`src/rtl/uart_tx.sv`:
```
// -----------------------------------------------------------------------------
// uart_tx
//
// Serial UART transmitter. Parallel words arrive on a valid/ready handshake.
// They leave as start / LSB-first data / optional parity / stop frames at a
// fixed bit period of CLKS_PER_BIT clocks. A one-word holding register sits in
// front of the shifter, so a word that is already waiting follows the previous
// frame with no idle gap.
//
// Build option:
//   UART_TX_PARITY_EN  when defined, a parity bit follows the data bits.
//                      PARITY_ODD selects its sense. When undefined, the
//                      parity logic is absent and PARITY_ODD only takes part
//                      in the parameter sanity check.
//
// Parameters:
//   CLKS_PER_BIT  clocks per serial bit (>= 2)
//   DATA_WIDTH    payload bits per frame
//   STOP_BITS     stop bits per frame (1 or 2)
//   PARITY_ODD    1 = odd parity, 0 = even parity
//
// Ports:
//   clk        sole clock; all state changes on the rising edge
//   reset      asynchronous, active-low reset
//   data       word to transmit, sampled on acceptance
//   valid      the producer has a word on data
//   ready      the holding register can take a word this cycle
//   tx_out     serial line, driven from a flop, idles high
//   busy       high while a frame is on the line (START through last STOP)
//   done       high for the last clock of each frame's final stop bit
//   fsm_state  current FSM state encoding (debug / checker visibility)
//
// Handshake: a word transfers on a rising clk edge where valid & ready are
// both high. The producer keeps valid and data stable until that edge.
// valid while ready is low is not a transfer. ready is the holding register's
// empty flag. It also rises during the final stop-bit clock of a frame when
// the held word is being moved into the shifter on that same edge; the
// register is then refilled with the new word.
// -----------------------------------------------------------------------------
module uart_tx #(
  parameter int CLKS_PER_BIT = 870,
  parameter int DATA_WIDTH   = 8,
  parameter int STOP_BITS    = 1,
  parameter int PARITY_ODD   = 0
) (
  input  logic                  clk,
  input  logic                  reset,
  input  logic [DATA_WIDTH-1:0] data,
  input  logic                  valid,
  output logic                  ready,
  output logic                  tx_out,
  output logic                  busy,
  output logic                  done,
  output logic [2:0]            fsm_state
);

  localparam int TW = (CLKS_PER_BIT > 1) ? $clog2(CLKS_PER_BIT) : 1;
  localparam int CW = $clog2(DATA_WIDTH + 1);

  localparam bit CFG_OK = (CLKS_PER_BIT >= 2) && (DATA_WIDTH >= 1) &&
                          (STOP_BITS == 1 || STOP_BITS == 2) &&
                          (PARITY_ODD == 0 || PARITY_ODD == 1);

  if (!CFG_OK) begin : g_bad_cfg
    $error("uart_tx: illegal parameter combination");
  end

  typedef enum logic [2:0] {
    S_IDLE   = 3'd0,
    S_START  = 3'd1,
    S_DATA   = 3'd2,
    S_PARITY = 3'd3,
    S_STOP   = 3'd4
  } state_t;

  state_t                state;
  state_t                state_next;
  logic [TW-1:0]         timer;
  logic [CW-1:0]         bit_cnt;
  logic [DATA_WIDTH-1:0] shifter;
  logic [DATA_WIDTH-1:0] shift_next;
  logic [DATA_WIDTH-1:0] hold_data;
  logic                  hold_full;
  logic                  par_bit;
  logic                  bit_end;
  logic                  stop_end;
  logic                  load;
  logic                  accept;
  logic                  tx_next;

  assign bit_end  = (timer == TW'(CLKS_PER_BIT - 1));
  assign stop_end = (state == S_STOP) && bit_end &&
                    (bit_cnt == CW'(STOP_BITS - 1));
  assign accept   = valid & ready;

  // ---------------------------------------------------------------------------
  // FSM: state register
  // ---------------------------------------------------------------------------
  always_ff @(posedge clk or negedge reset) begin
    if (!reset) begin
      state <= S_IDLE;
    end else begin
      state <= state_next;
    end
  end

  // ---------------------------------------------------------------------------
  // FSM: next-state logic. load marks the edge where the held word moves into
  // the shifter. This happens either from IDLE or straight out of the last
  // stop bit, which is what makes back-to-back frames gapless.
  // ---------------------------------------------------------------------------
  always_comb begin
    state_next = state;
    load       = 1'b0;
    case (state)
      S_IDLE: begin
        if (hold_full) begin
          state_next = S_START;
          load       = 1'b1;
        end
      end
      S_START: begin
        if (bit_end) state_next = S_DATA;
      end
      S_DATA: begin
        if (bit_end && (bit_cnt == CW'(DATA_WIDTH - 1))) begin
`ifdef UART_TX_PARITY_EN
          state_next = S_PARITY;
`else
          state_next = S_STOP;
`endif
        end
      end
      S_PARITY: begin
`ifdef UART_TX_PARITY_EN
        if (bit_end) state_next = S_STOP;
`else
        state_next = S_IDLE;
`endif
      end
      S_STOP: begin
        if (stop_end) begin
          if (hold_full) begin
            state_next = S_START;
            load       = 1'b1;
          end else begin
            state_next = S_IDLE;
          end
        end
      end
      default: state_next = S_IDLE;
    endcase
  end

  // ---------------------------------------------------------------------------
  // FSM: outputs. tx_next is the line level for the bit that starts on the
  // coming edge. It is registered into tx_out so the pin never glitches.
  // ---------------------------------------------------------------------------
  always_comb begin
    shift_next = shifter;
    if (load) begin
      shift_next = hold_data;
    end else if (state == S_DATA && bit_end) begin
      shift_next = shifter >> 1;
    end

    tx_next = 1'b1;
    case (state_next)
      S_IDLE:   tx_next = 1'b1;
      S_START:  tx_next = 1'b0;
      S_DATA:   tx_next = shift_next[0];
      S_PARITY: tx_next = par_bit;
      S_STOP:   tx_next = 1'b1;
      default:  tx_next = 1'b1;
    endcase

    busy      = (state != S_IDLE);
    done      = stop_end;
    // While the last stop clock moves the held word out, the register can
    // take a new word on that same edge.
    ready     = ~hold_full | (stop_end & hold_full);
    fsm_state = state;
  end

  // ---------------------------------------------------------------------------
  // Bit timer and bit counter. The timer runs 0..CLKS_PER_BIT-1 within each
  // bit and is held at zero in IDLE, so a START entered from IDLE lasts a
  // full period. bit_cnt counts data bits in DATA and stop bits in STOP. It
  // clears on every state change.
  // ---------------------------------------------------------------------------
  always_ff @(posedge clk or negedge reset) begin
    if (!reset) begin
      timer   <= '0;
      bit_cnt <= '0;
    end else begin
      if (state == S_IDLE || bit_end) begin
        timer <= '0;
      end else begin
        timer <= timer + 1'b1;
      end

      if (state_next != state) begin
        bit_cnt <= '0;
      end else if (bit_end && (state == S_DATA || state == S_STOP)) begin
        bit_cnt <= bit_cnt + 1'b1;
      end
    end
  end

  // ---------------------------------------------------------------------------
  // Datapath: holding register, shifter, parity and line flop.
  // A new word can arrive on the same edge that drains the register.
  // accept then wins, and the register stays full with the new word.
  // ---------------------------------------------------------------------------
  always_ff @(posedge clk or negedge reset) begin
    if (!reset) begin
      hold_data <= '0;
      hold_full <= 1'b0;
      shifter   <= '0;
      tx_out    <= 1'b1;
    end else begin
      if (accept) begin
        hold_data <= data;
        hold_full <= 1'b1;
      end else if (load) begin
        hold_full <= 1'b0;
      end
      shifter <= shift_next;
      tx_out  <= tx_next;
    end
  end

`ifdef UART_TX_PARITY_EN
  // The parity of the payload is captured with the word at load time, because
  // the shifter no longer holds the whole word once it reaches the parity bit.
  always_ff @(posedge clk or negedge reset) begin
    if (!reset) begin
      par_bit <= 1'b0;
    end else if (load) begin
      par_bit <= (^hold_data) ^ (PARITY_ODD != 0);
    end
  end
`else
  assign par_bit = 1'b1;
`endif

endmodule

```
`config.mk`:
```
export PLATFORM = sky130hd
export DESIGN_NAME = uart_tx
export DESIGN_NICKNAME = d
export VERILOG_FILES = /design/src/rtl/uart_tx.sv
export SDC_FILE = /design/constraint.sdc
export NUM_CORES = 1
export LEC_CHECK = 0
export BUFFER_PORTS_ARGS = -buffer_cell sky130_fd_sc_hd__clkbuf_2
export CAP_MARGIN = 10
export CELL_PAD_IN_SITES_DETAIL_PLACEMENT = 2
export CELL_PAD_IN_SITES_GLOBAL_PLACEMENT = 2
export CORE_MARGIN = 3
export CORE_UTILIZATION = 41
export DETAILED_ROUTE_END_ITERATION = 16
export HOLD_SLACK_MARGIN = 0.08
export PLACE_DENSITY = 0.84
export SLEW_MARGIN = 25
export SYNTH_ARGS = -nofsm -noshare
export SYNTH_HDL_FRONTEND = slang
export SYNTH_SLANG_ARGS = --single-unit
```
`constraint.sdc`:
```
create_clock -name clk -period 3.4 [get_ports clk]
set_clock_uncertainty 0.15 [all_clocks]
set_input_delay 0.34 -clock clk [delete_from_list [all_inputs] [get_ports clk]]
set_output_delay 0.34 -clock clk [all_outputs]
set_load 0.02 [all_outputs]
```
==> results.md <==
Yosys:
- The fraction of the mapped netlist area in compound gates is 0.156.
- The synthesized-area fraction occupied by adder cells is 0.0264.
- The fraction of registers with async set/reset is 1.00.
- Yosys mapped a number of flops with a built-in enable equal to 0.
- The number of synthesis warnings is 0.
- A synthesized cell averages 10.5 sq um.
- Synthesis produced a netlist with a net count of roughly 200.
- The share of the Yosys chip area taken by registers is 0.462.
- The main combinational cell family by area after synthesis is simple AND/OR/NAND/NOR gates.
- The simple-gate share of the synthesized area is 0.228.
- The xor and xnor fraction of the mapped netlist area is 0.0369.
- Of the post-synthesis cell area, the part taken by muxes is 0.0594.
- Counting flops and latches in the post-synthesis netlist gives 35.
- In this run the cell area of the synthesized design comes to 0.00190 sq mm.
- Among all flip-flop cells after synthesis, the most frequent one is dfrtp_1.
- Counting distinct cell types in the post-synthesis netlist gives 47.
- The synthesized netlist cell count is roughly 180.

Power and ir drop:
- Power spread over the standard cell area amounts to 645 mW/mm^2.
- The switching power total is 443 uW.
- In this run the static leakage power is 0.000927 uW.
- Of the total power, combinational logic draws 0.235.
- The internal power of the cells totals about 950 uW.
- The peak supply drop is 0.381 mV.
- The share of total power dissipated in sequential elements is 0.483.
- Summing internal, switching and leakage power gives 1400 uW.
- The switching power share of the total is 0.317.
- The clock share of power is 0.282.

Setup path:
- The worst endpoint required time is 2.91 ns.
- The worst setup path is captured at a primary output.
- Among cell families on the critical path, the largest total delay comes from simple AND/OR/NAND/NOR gates.
- The signal on the critical path passes through nand4bb_1 -> or4_4 -> nand2_1 -> clkbuf_2.
- Among all stages on the critical path, the largest delay is contributed by dfrtp_1.
- The signal arrival time at the worst endpoint is 2.21 ns.
- The critical path in this run is classified as flop to primary output.
- Together, buffers and inverters on the worst path number 1.
- The largest fanout on the critical path is 18.
- On the worst path, the slowest cell contributes a delay of 0.72 ns.
- The worst setup path is launched from a flop.

STA:
- Setup repair after global routing left no endpoint under its margin.
- The fraction of the cycle the final worst path needs is 0.795.
- The tightest slew margin relative to the limit is 0.402.
- The number of hold violations in the final report was 0.
- The count of endpoints failing setup in the final report is 0.
- The worst-margin pin slew is 0.897 ns.
- The post-route setup TNS is 0 ns.
- The number of pins with negative max-slew slack in the final report came to 0.
- The timing-limited maximum frequency is between 300 and 400 MHz.
- The final period demand of the worst path is 2.70 ns.

Flow run:
- The tool flagged a number of max-cap violations equal to 0.

Global routing:
- The number of antenna violations at the first check in global routing came to 0.
- The first global-routing pass estimated 8960 um of wire.
- The aggregate global routing overflow is 0.
- The number of global-route vias before repair is around 1,700.
- For this run, the total global-route usage over all layers was measured as 0.217.
- Entering global routing, the biggest net connects 36 pins.

Clock network:
- The worst-skew pair later-pin latency is around 0.29 ns.
- For this design, the sink count on the clock tree is 35.
- The root buffer selected by CTS is clkbuf_8.
- The clock transition at the register clock pins on the worst setup and hold paths after CTS is approximately 0.080 ns.
- The maximum buffer depth of the clock tree is 2.
- In this run, CTS created clock tree buffers numbering 5.
- The post-CTS setup buffer count is 0.
- The TritonCTS clock tree is yes.
- The H-tree was split into 2 levels.

Placement:
- The placed wire-length estimate is 3810 um.
- Counting tap cells, the placed design contains a total of 246 instances.
- The congestion estimate from routability-driven global placement came to 0.807.
- The total of buffers placed on input and output ports is 17.

Detailed routing:
- The total length of routed wires is roughly 5400 um.
- Dividing the detail-routed wire length by the instance count gives ~21 um.
- The first TritonRoute pass finished after 4 iterations.
- The count of nets left with antenna violations once routing finished came out at 0.
- The residual DRC count is 0.
- The number of DRC markers after the initial detailed-route iteration is 116.
- Dividing the detail-routed via count by the number of cells gives 6.10.
- The via count is 1,555.

Cells and area:
- The library cell used most frequently in the layout, excluding fill and tap cells, is dfrtp_1.
- The number of non-filler instances in the completed layout is 255.
- The growth of design area from synthesis to finish is 14.2%.
- After the last flow step, the layout net total stands at 217.
- Of the cells placed in the final design, the portion with a size suffix greater than 1 is 0.236.
- The repair_antennas step left the layout with diodes totalling 0.
- Leaving out fill and tap cells, the most frequent cells in the layout are dfrtp_1, clkbuf_2, nor2_1, nand2_1, a21oi_1.

Die:
- The core region area is between 0.004 and 0.005 sq mm.
- The row count is 24.
- The initial utilization of the core area, before any placement, comes to 0.430.
- The floorplan step defined a die boundary enclosing between 0.005 and 0.006 sq mm.
- The number of top-level design ports is 18.
- The x dimension of the die is 74.0 um.
- From bottom edge to top edge, the die measures 74.0 um.

Min path:
- The worst hold-check path type is primary input to flop.

Status:
- The flow ran to the end, and the final reports show no timing, DRC or antenna violations.
## stage by stage
| stage | worst slack (ns) | hold slack (ns) | util | area [sq um] |
|---|---|---|---|---|
| after global placement | 0.939 | 0.337 | 0.462 | 2040 |
| after CTS | 0.709 | 0.125 | 0.491 | 2170 |
| final | 0.697 | 0.137 | 0.491 | 2170 |
| after global routing | 0.559 | 0.127 | 0.491 | 2170 |
| after floorplan | 1.21 | -0.106 | - | 1900 |
| after detailed placement | 0.785 | 0.353 | 0.462 | 2040 |
## logic make-up (layout without fill, tap and decap cells)
family,after synthesis,count (layout)
AND/OR/NAND/NOR,71,71
buffers and inverters,14,36
adder cells (fa/ha/maj),4,4
XOR/XNOR,8,8
AO/OA/AOI/OAI,39,39
flip-flops,35,35
multiplexers,10,10
## per-layer routing
metal,track usage,vias to the layer above,wire (um)
li1,-,713,-
met1,0.287,804,2470
met2,0.364,34,2710
met3,0.0405,4,175
met4,0.0644,0,31
met5,0,-,0
## power groups by stage
| stage | combinational [uW] | sequential, uW | clock [uW] |
|---|---|---|---|
| 3_5_place_dp | 326 | 678 | 0 |
| 5_1_grt | 371 | 695 | 423 |
| 6_report | 329 | 675 | 394 |
| 3_3_place_gp | 299 | 660 | 0 |
| 4_1_cts | 334 | 672 | 401 |
| 2_1_floorplan | 243 | 636 | 0 |
## cell usage after synthesis, types with 2 or more instances
master	n	area, sq um
dfrtp_1	34	851
nor2_1	16	60.1
a21oi_1	11	55.1
nand2_1	11	41.3
mux2_2	10	113
nand3_1	9	45.0
and3_1	7	43.8
inv_1	7	26.3
a311o_1	6	60.1
a221oi_1	4	35.0
buf_2	4	20.0
ha_1	4	50.1
nor3_1	4	20.0
o21ai_0	4	20.0
xnor2_1	4	35.0
xor2_1	4	35.0
clkbuf_1	3	11.3
nand3b_1	3	22.5
nand2b_1	2	12.5
nand4_1	2	12.5
nand4bb_1	2	22.5
nor3b_1	2	15.0
nor4_1	2	12.5
o31ai_1	2	15.0
or4_1	2	15.0
## cell type report
class                           count  area (sq um)
Fill cell                         451          2250
Multi-Input combinational cell    132           962
Sequential cell                    35           877
Timing Repair Buffer               21           118
Clock buffer                        6          82.6
Tap cell                           52          65.1
Clock inverter                      2          35.0
Inverter                            7          26.3
## timing repair
action / CTS / global route
resized for setup: 0 / 0
hold buffers: 1 / 0
endpoints found under the hold margin: 34 / 0
## flip-flops by register name, indices dropped and copies added (netlist names)
| register | cells |
|---|---|
| timer | 10 |
| hold_data | 8 |
| shifter | 8 |
| bit_cnt | 4 |
| fsm_state | 3 |
| hold_full | 1 |
| tx_out | 1 |
## final timing paths
kind	endpoint	start	depth (start not counted)	slack, ns
max	ready	fsm_state[2]$_DFF_PN0_	4	0.70
min	hold_data[2]$_DFFE_PN0P_	data[2]	2	0.14
max reg2reg	hold_data[3]$_DFFE_PN0P_	fsm_state[2]$_DFF_PN0_	4	0.74
min reg2reg	hold_data[5]$_DFFE_PN0P_	hold_data[5]$_DFFE_PN0P_	1	0.36
max in group asynchronous	timer[8]$_DFF_PN0_	reset	2	1.97
min in group asynchronous	bit_cnt[3]$_DFFE_PN0P_	reset	2	0.56
(Power assumes the default switching activity.)
